**src/rtl/router_fsm_if.sv**
```systemverilog
// Router FSM bus: packet source handshake, FIFO status and register-block flags in,
// state strobes and stall out. The FSM uses the slave modport; the driving side uses master.
// The addr_err signal exists only when ROUTER_FSM_ADDR_DROP_EN is defined.
interface router_fsm_if;
    logic       pkt_valid;
    logic [1:0] data_in;
    logic       fifo_full;
    logic       fifo_empty_0;
    logic       fifo_empty_1;
    logic       fifo_empty_2;
    logic       soft_reset_0;
    logic       soft_reset_1;
    logic       soft_reset_2;
    logic       parity_done;
    logic       low_packet_valid;
    logic       detect_add;
    logic       lfd_state;
    logic       ld_state;
    logic       laf_state;
    logic       full_state;
    logic       rst_int_reg;
    logic       write_enb_reg;
    logic       busy;
    logic       wait_timeout;
`ifdef ROUTER_FSM_ADDR_DROP_EN
    logic       addr_err;
`endif

    modport master (
        output pkt_valid, data_in, fifo_full,
        output fifo_empty_0, fifo_empty_1, fifo_empty_2,
        output soft_reset_0, soft_reset_1, soft_reset_2,
        output parity_done, low_packet_valid,
        input  detect_add, lfd_state, ld_state, laf_state, full_state,
        input  rst_int_reg, write_enb_reg, busy, wait_timeout
`ifdef ROUTER_FSM_ADDR_DROP_EN
        , input addr_err
`endif
    );

    modport slave (
        input  pkt_valid, data_in, fifo_full,
        input  fifo_empty_0, fifo_empty_1, fifo_empty_2,
        input  soft_reset_0, soft_reset_1, soft_reset_2,
        input  parity_done, low_packet_valid,
        output detect_add, lfd_state, ld_state, laf_state, full_state,
        output rst_int_reg, write_enb_reg, busy, wait_timeout
`ifdef ROUTER_FSM_ADDR_DROP_EN
        , output addr_err
`endif
    );
endinterface

```
**src/rtl/router_fsm.sv**
```systemverilog
// Packet-sequencing controller for the 1x3 router (Moore FSM).
// Decodes the header address, throttles the source via busy, and sequences the
// load strobes through header, payload, parity and FIFO-full recovery.
// Optional feature: define ROUTER_FSM_ADDR_DROP_EN to add a DROP state that swallows
// packets addressed to 3 and flags them on addr_err.
// Note: resetn is a synchronous ACTIVE-HIGH reset despite its name.
module router_fsm #(
    parameter int CNT_W      = 8,
    parameter int WAIT_LIMIT = 255   // 0 disables the WAIT_TILL_EMPTY abort
) (
    input  logic        clk,
    input  logic        resetn,
    router_fsm_if.slave bus
);

    typedef enum logic [3:0] {
        ST_DA   = 4'd0,
        ST_LFD  = 4'd1,
        ST_LD   = 4'd2,
        ST_LP   = 4'd3,
        ST_CPE  = 4'd4,
        ST_FFS  = 4'd5,
        ST_LAF  = 4'd6,
        ST_WTE  = 4'd7
`ifdef ROUTER_FSM_ADDR_DROP_EN
        , ST_DROP = 4'd8
`endif
    } state_t;

    localparam bit               LIMIT_EN = (WAIT_LIMIT != 0);
    localparam logic [CNT_W-1:0] LIMIT_M1 = (WAIT_LIMIT == 0) ? '0 : CNT_W'(WAIT_LIMIT - 1);
    localparam logic [CNT_W-1:0] CNT_MAX  = '1;

    state_t           state_reg, state_next;
    logic [1:0]       addr_reg, addr_next;
    logic [CNT_W-1:0] cnt_reg, cnt_next;
    logic             timeout_reg, timeout_next;
`ifdef ROUTER_FSM_ADDR_DROP_EN
    logic             addr_err_reg, addr_err_next;
`endif

    // Address 3 maps to a tied-off slot so indexing by a 2-bit address is always in range.
    logic [3:0] empty_vec;
    logic [3:0] srst_vec;
    assign empty_vec = {1'b0, bus.fifo_empty_2, bus.fifo_empty_1, bus.fifo_empty_0};
    assign srst_vec  = {1'b0, bus.soft_reset_2, bus.soft_reset_1, bus.soft_reset_0};

    logic hdr_valid, hdr_empty, sel_empty, sel_srst;
    assign hdr_valid = bus.pkt_valid && (bus.data_in != 2'd3);
    assign hdr_empty = empty_vec[bus.data_in];
    assign sel_empty = empty_vec[addr_reg];
    assign sel_srst  = srst_vec[addr_reg];

    // State, latched address, wait counter and one-cycle flags.
    always_ff @(posedge clk) begin
        if (resetn) begin
            state_reg    <= ST_DA;
            addr_reg     <= 2'd0;
            cnt_reg      <= '0;
            timeout_reg  <= 1'b0;
`ifdef ROUTER_FSM_ADDR_DROP_EN
            addr_err_reg <= 1'b0;
`endif
        end else begin
            state_reg    <= state_next;
            addr_reg     <= addr_next;
            cnt_reg      <= cnt_next;
            timeout_reg  <= timeout_next;
`ifdef ROUTER_FSM_ADDR_DROP_EN
            addr_err_reg <= addr_err_next;
`endif
        end
    end

    // Next-state logic; a soft reset of the selected FIFO overrides every arc outside DA.
    always_comb begin
        state_next    = state_reg;
        addr_next     = addr_reg;
        cnt_next      = '0;          // cleared everywhere except while staying in WTE
        timeout_next  = 1'b0;
`ifdef ROUTER_FSM_ADDR_DROP_EN
        addr_err_next = 1'b0;
`endif
        case (state_reg)
            ST_DA: begin
                if (hdr_valid) begin
                    addr_next  = bus.data_in;
                    state_next = hdr_empty ? ST_LFD : ST_WTE;
                end
`ifdef ROUTER_FSM_ADDR_DROP_EN
                else if (bus.pkt_valid) begin
                    addr_next     = bus.data_in;
                    state_next    = ST_DROP;
                    addr_err_next = 1'b1;
                end
`endif
            end
            ST_LFD: state_next = ST_LD;
            ST_LD: begin
                if (bus.fifo_full)       state_next = ST_FFS;
                else if (!bus.pkt_valid) state_next = ST_LP;
            end
            ST_LP:  state_next = ST_CPE;
            ST_CPE: state_next = bus.fifo_full ? ST_FFS : ST_DA;
            ST_FFS: state_next = bus.fifo_full ? ST_FFS : ST_LAF;
            ST_LAF: begin
                if (bus.parity_done)           state_next = ST_DA;
                else if (bus.low_packet_valid) state_next = ST_LP;
                else                           state_next = ST_LD;
            end
            ST_WTE: begin
                // Empty wins over a timeout landing on the same cycle.
                if (sel_empty) begin
                    state_next = ST_LFD;
                end else if (LIMIT_EN && (cnt_reg == LIMIT_M1)) begin
                    state_next   = ST_DA;
                    timeout_next = 1'b1;
                end else begin
                    cnt_next = (cnt_reg == CNT_MAX) ? cnt_reg : cnt_reg + 1'b1;
                end
            end
`ifdef ROUTER_FSM_ADDR_DROP_EN
            ST_DROP: state_next = bus.pkt_valid ? ST_DROP : ST_DA;
`endif
            default: state_next = ST_DA;
        endcase

        if ((state_reg != ST_DA) && sel_srst) begin
            state_next   = ST_DA;
            cnt_next     = '0;
            timeout_next = 1'b0;
        end
    end

    // Moore outputs decoded straight from the state register.
    assign bus.detect_add    = (state_reg == ST_DA);
    assign bus.lfd_state     = (state_reg == ST_LFD);
    assign bus.ld_state      = (state_reg == ST_LD);
    assign bus.laf_state     = (state_reg == ST_LAF);
    assign bus.full_state    = (state_reg == ST_FFS);
    assign bus.rst_int_reg   = (state_reg == ST_CPE);
    assign bus.write_enb_reg = (state_reg == ST_LFD) || (state_reg == ST_LD) ||
                               (state_reg == ST_LP)  || (state_reg == ST_LAF);
`ifdef ROUTER_FSM_ADDR_DROP_EN
    assign bus.busy          = !((state_reg == ST_DA) || (state_reg == ST_LD) ||
                                 (state_reg == ST_DROP));
    assign bus.addr_err      = addr_err_reg;
`else
    assign bus.busy          = !((state_reg == ST_DA) || (state_reg == ST_LD));
`endif
    assign bus.wait_timeout  = timeout_reg;

endmodule

```
**src/flat_wrapper.sv**
```systemverilog
// flat-port wrapper written by rule: the top's interface ports become plain ports
module router_fsm_flat 
#(
    parameter int CNT_W      = 8,
    parameter int WAIT_LIMIT = 255                                          
)
  (clk, resetn, bus_pkt_valid, bus_data_in, bus_fifo_full, bus_fifo_empty_0, bus_fifo_empty_1, bus_fifo_empty_2, bus_soft_reset_0, bus_soft_reset_1, bus_soft_reset_2, bus_parity_done, bus_low_packet_valid, bus_detect_add, bus_lfd_state, bus_ld_state, bus_laf_state, bus_full_state, bus_rst_int_reg, bus_write_enb_reg, bus_busy, bus_wait_timeout);
  router_fsm_if bus_i ();
  input  logic clk;
  input  logic resetn;
  input wire logic [$bits(bus_i.pkt_valid)-1:0] bus_pkt_valid;
  input wire logic [$bits(bus_i.data_in)-1:0] bus_data_in;
  input wire logic [$bits(bus_i.fifo_full)-1:0] bus_fifo_full;
  input wire logic [$bits(bus_i.fifo_empty_0)-1:0] bus_fifo_empty_0;
  input wire logic [$bits(bus_i.fifo_empty_1)-1:0] bus_fifo_empty_1;
  input wire logic [$bits(bus_i.fifo_empty_2)-1:0] bus_fifo_empty_2;
  input wire logic [$bits(bus_i.soft_reset_0)-1:0] bus_soft_reset_0;
  input wire logic [$bits(bus_i.soft_reset_1)-1:0] bus_soft_reset_1;
  input wire logic [$bits(bus_i.soft_reset_2)-1:0] bus_soft_reset_2;
  input wire logic [$bits(bus_i.parity_done)-1:0] bus_parity_done;
  input wire logic [$bits(bus_i.low_packet_valid)-1:0] bus_low_packet_valid;
  output wire logic [$bits(bus_i.detect_add)-1:0] bus_detect_add;
  output wire logic [$bits(bus_i.lfd_state)-1:0] bus_lfd_state;
  output wire logic [$bits(bus_i.ld_state)-1:0] bus_ld_state;
  output wire logic [$bits(bus_i.laf_state)-1:0] bus_laf_state;
  output wire logic [$bits(bus_i.full_state)-1:0] bus_full_state;
  output wire logic [$bits(bus_i.rst_int_reg)-1:0] bus_rst_int_reg;
  output wire logic [$bits(bus_i.write_enb_reg)-1:0] bus_write_enb_reg;
  output wire logic [$bits(bus_i.busy)-1:0] bus_busy;
  output wire logic [$bits(bus_i.wait_timeout)-1:0] bus_wait_timeout;
  assign bus_i.pkt_valid = bus_pkt_valid;
  assign bus_i.data_in = bus_data_in;
  assign bus_i.fifo_full = bus_fifo_full;
  assign bus_i.fifo_empty_0 = bus_fifo_empty_0;
  assign bus_i.fifo_empty_1 = bus_fifo_empty_1;
  assign bus_i.fifo_empty_2 = bus_fifo_empty_2;
  assign bus_i.soft_reset_0 = bus_soft_reset_0;
  assign bus_i.soft_reset_1 = bus_soft_reset_1;
  assign bus_i.soft_reset_2 = bus_soft_reset_2;
  assign bus_i.parity_done = bus_parity_done;
  assign bus_i.low_packet_valid = bus_low_packet_valid;
  assign bus_detect_add = bus_i.detect_add;
  assign bus_lfd_state = bus_i.lfd_state;
  assign bus_ld_state = bus_i.ld_state;
  assign bus_laf_state = bus_i.laf_state;
  assign bus_full_state = bus_i.full_state;
  assign bus_rst_int_reg = bus_i.rst_int_reg;
  assign bus_write_enb_reg = bus_i.write_enb_reg;
  assign bus_busy = bus_i.busy;
  assign bus_wait_timeout = bus_i.wait_timeout;
  router_fsm #(.CNT_W(CNT_W), .WAIT_LIMIT(WAIT_LIMIT)) u_core (.clk(clk), .resetn(resetn), .bus(bus_i));
endmodule
```
**config.mk**
```make
export PLATFORM = sky130hd
export DESIGN_NAME = router_fsm_flat
export DESIGN_NICKNAME = d
export VERILOG_FILES = /design/src/rtl/router_fsm_if.sv /design/src/rtl/router_fsm.sv /design/src/flat_wrapper.sv
export SDC_FILE = /design/constraint.sdc
export NUM_CORES = 1
export LEC_CHECK = 0
export CAP_MARGIN = 15
export CORE_ASPECT_RATIO = 0.5
export CORE_MARGIN = 2
export CORE_UTILIZATION = 28
export CTS_BUF_LIST = sky130_fd_sc_hd__clkbuf_4
export DETAILED_ROUTE_END_ITERATION = 8
export GPL_TIMING_DRIVEN = 1
export HOLD_SLACK_MARGIN = 0.03
export PLACE_DENSITY_LB_ADDON = 0.3
export SLEW_MARGIN = 15
export SYNTH_ARGS = -nofsm -noshare
export SYNTH_HDL_FRONTEND = slang
export SYNTH_SLANG_ARGS = --single-unit
```
**constraint.sdc**
```tcl
create_clock -name clk -period 1.8 [get_ports clk]
set_input_delay 0.27 -clock clk [delete_from_list [all_inputs] [get_ports clk]]
set_output_delay 0.27 -clock clk [all_outputs]
set_load 0.03 [all_outputs]
```
==> summary.md, run 1 <==
| Metric | Value |
|---|---|
| Via/cell ratio | `about 5` |
| CTS Buf Count | `3` |
| Power per cell area | `roughly 1200 mW/mm^2` |
| CTS HTree Levels | `1` |
| Post-synth top cells | `dfxtp_1 (14), nor2_1 (12), nand2_1 (9), o21ai_0 (8), nor3_1 (6)` |
| Async set-reset flop share out of synthesis | `0%` |
| Syn. warnings | `0` |
| Min cycle time layout | `roughly 1700 ps` |
| Status | `complete, no violations` |
| Vias in the first global route | `approximately 850` |
| Final hold violations | `0` |
| Critical Path End Type | `primary output` |
| Period utilisation layout | `between 90 and 100%` |
| DR pass1 iterations | `4` |
| Hold Crit Class | `reg2reg` |
| Die area | `0.00389 mm^2` |
| # nets final | `roughly 160` |
| Gp weighted congestion | `between 0.7 and 0.8` |
| Area leader, netlist | `dfxtp_1` |
| Clock Skew | `8.38 ps` |
| Static leakage | `between 0.4 and 0.5 nW` |
| FF+latch count, synth | `14` |
| Share of post-route cells with drive strength above 1 | `approximately 15%` |
| Aggregate global-route resource usage | `11.9%` |
| Max Fclk | `about 590 MHz` |
| Worst Path Max Fanout | `9` |
| Final ANT Viol Nets | `0` |
| Critical R2R Capture | `u_core.cnt_reg[2]$_SDFFE_PP0P_` |
| Area after DPL | `0.00122 mm^2` |
| Hold_sp | `u_core.cnt_reg[0]$_SDFFE_PP0P_` |
| Clock sinks | `14` |
| Post-synth cell types | `40` |
| RR Startpoint | `u_core.state_reg[2]$_SDFFE_PP0P_` |
| Crit Path Class | `reg2out` |
| Synth top area cells | `dfxtp_1 (30%), nor2_1 (4.8%), mux2i_1 (4.2%), o21ai_0 (4.2%), nand2_1 (3.6%)` |
| Syn nets | `130` |
| Met2 Use GR | `between 10% and 20%` |
| Hold Crit Endpoint | `u_core.cnt_reg[0]$_SDFFE_PP0P_` |
| CTS Hold Bufs | `0` |
| Register area share after synthesis | `29.6%` |
| Worst-Margin Slew | `~350 ps` |
| RSZ-0062 raised after global routing | `false` |
| Row count | `14` |
| Post-synth EDFFs | `0` |
| Drt total wl | `2.14 mm` |
| GR Overflow Total | `0` |
| Startpoint types | `flip-flop` |
| Setup Fix Bufs, Post-CTS | `0` |
| Layout area overhead | `30.8%` |
| Top Usage Layer GRT | `met2` |
| Cell Area, Synth | `about 950 um^2` |
| Peak VDD IR | `roughly 0.00025 V` |
| Post-DR wirelength/cell | `11.8 um` |
| Ys flop type | `dfxtp_1` |
| Fin area | `~0.0012 mm^2` |
| Die width | `about 86 um` |
| Via count | `roughly 910` |
| CP required | `1530 ps` |
| Deepest clock path buffer count | `2` |
| Port-buffer cells | `22` |
| First-pass GRT wire length | `~3.7 mm` |
| Yosys top cell area share | `~30%` |
| Cells after Synth | `between 100 and 150` |
| Clock insertion delay at the later pin of the skew report | `between 200 and 300 ps` |
| Chip Height | `45.1 um` |
| Root Driver | `clkbuf_4` |
| Core area | `just over 0.003 mm^2` |
| Syn_area_per_cell | `around 8.3 um^2` |
| Hpwl dp | `1.69 mm` |
| Initial antenna violation count | `0` |
| 1st-iter DRT viols | `21` |
| GR Layer Usage met3 | `around 2.4%` |
| Largest net degree at the start of global routing | `12` |
| Met1 usage | `between 15 and 20%` |
| # IOs | `23` |
| DR DRC count | `0` |
| Number of flip-flops in the largest register | `8` |
| Clock-pin transition on the worst setup and hold timing paths | `approximately 90 ps` |
| # diodes | `0` |
| Initial core utilization | `roughly 30%` |
| CTS tree | `built` |
| Critical path data arrival time | `1430 ps` |
| Max_slew headroom | `around three quarters` |
| Top-count cell post-synth | `dfxtp_1` |
| Reg2reg setup slack | `around 140 ps` |
| Max-Cap Viols | `0` |
| Hold depth | `2` |
| Total chip power | `0.00149 W` |
| Final setup fails | `0` |
| Slew Limit Fails | `0` |
| Worst R2R Path Depth | `4` |
cell families (layout without fill, tap and decap cells):
logic type | count (synthesis) | count (layout) | share of synthesized area, %
adders and majority gates | 2 | 2 | 2.64
AOI/OAI and AO/OA | 29 | 29 | 21.3
muxes | 4 | 4 | 4.23
DFF | 14 | 14 | 29.6
xor gates and xnor gates | 3 | 3 | 2.77
buffers and inverters | 9 | 37 | 6.34
and+or+nand+nor | 53 | 53 | 33.2
power by group:
group          leakage [nW]  internal [W]  total [W]  switching (W)
sequential            0.114      0.000355   0.000423      0.0000678
combinational         0.315      0.000390   0.000882       0.000492
clock                0.0154     0.0000805   0.000189       0.000108
how the worst max path moves through the flow:
stage,startpoint,end,slack (ps)
2_1_floorplan,u_core.state_reg[2]$_SDFFE_PP0P_,bus_ld_state,280
3_3_place_gp,bus_fifo_empty_2,u_core.cnt_reg[2]$_SDFFE_PP0P_,10
3_5_place_dp,bus_fifo_empty_2,u_core.cnt_reg[2]$_SDFFE_PP0P_,-40
4_1_cts,u_core.state_reg[2]$_SDFFE_PP0P_,bus_detect_add,50
5_1_grt,u_core.state_reg[1]$_SDFFE_PP0P_,bus_write_enb_reg,8
6_report,u_core.state_reg[2]$_SDFFE_PP0P_,bus_detect_add,100
repair_timing:
item	4_1_cts	5_1_grt
endpoints found under the setup margin	6	3
resized for setup	7	3
cloned	0	0
endpoints found under the hold margin	0	0
per-stage QoR:
| step | instances | setup TNS [ps] | setup WS [ps] | utilization (%) | hold slack [ps] |
|---|---|---|---|---|---|
| final | 182 | 0 | 103 | 39.7 | 550 |
| after global routing | 182 | 0 | 7.69 | 39.7 | 578 |
| after CTS | 182 | 0 | 55.0 | 39.6 | 548 |
| after detailed placement | 178 | -36.7 | -36.7 | 39.0 | 534 |
| after global placement | 178 | 0 | 11.2 | 39.0 | 508 |
| after floorplan | 114 | 0 | 279 | - | 347 |
critical path, stage by stage, from the launching register on:
cell	delay, ps
dfxtp_1	320
buf_4	160
or3_4	420
inv_2	90
buf_4	160
area by class of cell:
class / count / area, um^2
inverters: 5 / 18.8
fillers: 323 / 1880
well taps: 40 / 50.0
repair buffers: 28 / 254
clock inverters: 1 / 3.75
multi-input cells: 91 / 608
flip-flops and latches: 14 / 282
clock buffers: 3 / 22.5
cells in the final DEF (no fill, tap or decap), types with 3 or more instances in the layout:
cell / netlist / layout
o21ai_0: 8 / 8
nand2_1: 9 / 9
a211oi_1: 4 / 4
dlygate4sd2_1: 0 / 5
mux2i_1: 4 / 4
nand3_1: 3 / 3
and3_1: 3 / 3
a21oi_1: 5 / 5
nand3b_1: 4 / 4
nor2_1: 12 / 12
buf_4: 1 / 8
clkbuf_4: 0 / 3
dfxtp_1: 14 / 13
nor3b_1: 4 / 4
clkdlybuf4s50_1: 0 / 14
inv_1: 5 / 4
nor3_1: 6 / 6
layer usage:
metal / wire length (um) / up-vias
met3: 101 / 0
met5: 0 / -
met4: 0 / 0
met1: 1130 / 411
met2: 913 / 19
li1: - / 482
Note: power is estimated with default switching activity, not from simulation.
==> run 2, diff against run 1 <==
- clock period: 1.8 -> 2.2 ns (I/O delays scaled with it)
==> summary.md, run 2 (synthesis gave the netlist of run 1 again) <==
| Metric | Value |
|---|---|
| Status | `complete, no violations` |
| DR pass1 iterations | `4` |
| Die area | `slightly below 0.004 mm^2` |
| Static leakage | `0.426 nW` |
| Fin area | `approximately 0.0012 mm^2` |
| Switching share of power | `between 40% and 50%` |
| Root Driver | `clkbuf_4` |
| 1st-iter DRT viols | `between 70 and 80` |
| Max-Cap Viols | `0` |
| Hpwl dp | `approximately 1.7 mm` |
| WHS | `approximately 540 ps` |
| Critical path data arrival time | `1730 ps` |
| Worst-Margin Slew | `about 450 ps` |
| Clock insertion delay at the later pin of the skew report | `about 280 ps` |
| Final hold violations | `0` |
| Via count | `approximately 900` |
| Crit Path Class | `reg2out` |
| Combinational power share | `~58%` |
| Vias in the first global route | `837` |
| Post-DR wirelength/cell | `between 10 and 15 um` |
| DR DRC count | `0` |
| First-pass GRT wire length | `around 3.7 mm` |
| Aggregate global-route resource usage | `12.2%` |
| # IOs | `23` |
| Area of the multi-input gates | `607 um^2` |
| Die width | `roughly 86 um` |
| Power per cell area | `roughly 1000 mW/mm^2` |
| Initial antenna violation count | `0` |
| Area after DPL | `around 0.0012 mm^2` |
| Final Util | `38.6%` |
| Gp weighted congestion | `around 0.79` |
| Filler cell count | `roughly 330` |
| Setup Fix Bufs, Post-CTS | `0` |
| Slew Limit Fails | `0` |
| Reg power frac | `30.4%` |
| Hold Crit Class | `reg2reg` |
| Drt total wl | `2.13 mm` |
| Chip Height | `approximately 45 um` |
| CTS Buf Count | `3` |
| P_sw | `0.000526 W` |
| Period utilisation layout | `around 94%` |
| Clk pwr share | `between 10% and 20%` |
| Most common cell after layout, fill and taps aside | `clkdlybuf4s50_1` |
| RSZ-0062 raised after global routing | `false` |
| Critical Path End Type | `primary output` |
| Core area | `0.00312 mm^2` |
| Peak VDD IR | `approximately 0.00025 V` |
| Crit path largest cell delay | `670 ps` |
| Share of post-route cells with drive strength above 1 | `8.89%` |
| Initial core utilization | `~30%` |
| Min cycle time layout | `2060 ps` |
| Clock-pin transition on the worst setup and hold timing paths | `~80 ps` |
| P_int | `slightly below 0.0007 W` |
| Number of flip-flops in the largest register | `8` |
| CTS tree | `built` |
| # nets final | `around 150` |
| Clock sinks | `14` |
| Crit path cell chain | `or2b_1, nor2_1, clkdlybuf4s50_1` |
| Max Fclk | `just under 500 MHz` |
| # diodes | `0` |
| Layout area overhead | `27.1%` |
| Final ANT Viol Nets | `0` |
| Worst Path Max Fanout | `9` |
| CTS HTree Levels | `1` |
| Deepest clock path buffer count | `2` |
| Clock Skew | `roughly 5.0 ps` |
| Post-route setup TNS | `0 ps` |
| Row count | `14` |
| GR Overflow Total | `0` |
| Via/cell ratio | `between 5 and 6` |
| Startpoint types | `flip-flop` |
| Max_slew headroom | `~70%` |
| Port-buffer cells | `22` |
| CP required | `approximately 1900 ps` |
| CP max stage cell | `clkdlybuf4s50_1` |
| Final setup fails | `0` |
| Most frequent cells in the layout | `clkdlybuf4s50_1 (19), dfxtp_1 (13), nor2_1 (12)` |
| Register area | `about 280 um^2` |
| Largest net degree at the start of global routing | `12` |
[run 2: cell types whose count changed in the layout (fill, tap and decap cells not counted)]
cell and change:
buf_4 -8, clkdlybuf4s50_1 +5, dlygate4sd2_1 -4, dlymetal6s2s_1 +2
a211o_1 +1, a211o_2 -1, clkdlybuf4s15_1 -1, clkinv_1 -1
inv_1 +1, inv_2 -1
[run 2: power groups by stage]
stage                     combinational (W)  sequential [W]  clock, W
final                              0.000695        0.000364  0.000140
after global routing               0.000765        0.000377  0.000157
after CTS                          0.000702        0.000362  0.000145
after detailed placement           0.000714        0.000368         0
after global placement             0.000713        0.000368         0
after floorplan                    0.000565        0.000316         0
[run 2: worst max-delay path, delay by kind of cell (launching register included)]
kind | cells | cell delay [ps]
buffers and inverters | 1 | 670
flip-flops | 1 | 410
AND/OR/NAND/NOR | 2 | 370
[run 2: per-layer routing]
metal	GRT usage, %	vias to the layer above	share of wire, %
met1	16.7	416	53
met4	1.88	0	0
li1	-	464	-
met2	20.2	19	43
met3	2.93	0	4.9
met5	0	-	0
[run 2: path summary, 6_finish.rpt]
kind	startpoint	end	slack, ps	cells after the start
worst max-delay path	u_core.state_reg[1]$_SDFFE_PP0P_	bus_laf_state	140	3
worst max register to register	u_core.state_reg[2]$_SDFFE_PP0P_	u_core.cnt_reg[2]$_SDFFE_PP0P_	490	4
worst min register to register	u_core.cnt_reg[6]$_SDFFE_PP0P_	u_core.cnt_reg[6]$_SDFFE_PP0P_	540	2
worst min-delay path	u_core.cnt_reg[6]$_SDFFE_PP0P_	u_core.cnt_reg[6]$_SDFFE_PP0P_	540	2
[run 2: stage by stage]
step	instances	setup WS (ps)	power [W]
global route	175	75.9	0.00130
finish	175	142	0.00120
CTS	175	33.9	0.00121
detailed placement	172	249	0.00108
global placement	172	267	0.00108
floorplan	114	619	0.000881
[run 2: repair_timing]
action / 4_1_cts / 5_1_grt
setup endpoints to repair: 1 / 4
gates resized for setup: 1 / 3
hold buffers: 0 / 0
[run 2: cell type report]
cell class              instances  share of cell area [%]
multi-input cells              91                    50.4
inverters                       5                    1.56
clock buffers                   3                    1.87
well taps                      40                    4.16
repair buffers                 22                    18.6
flip-flops and latches         14                    23.4
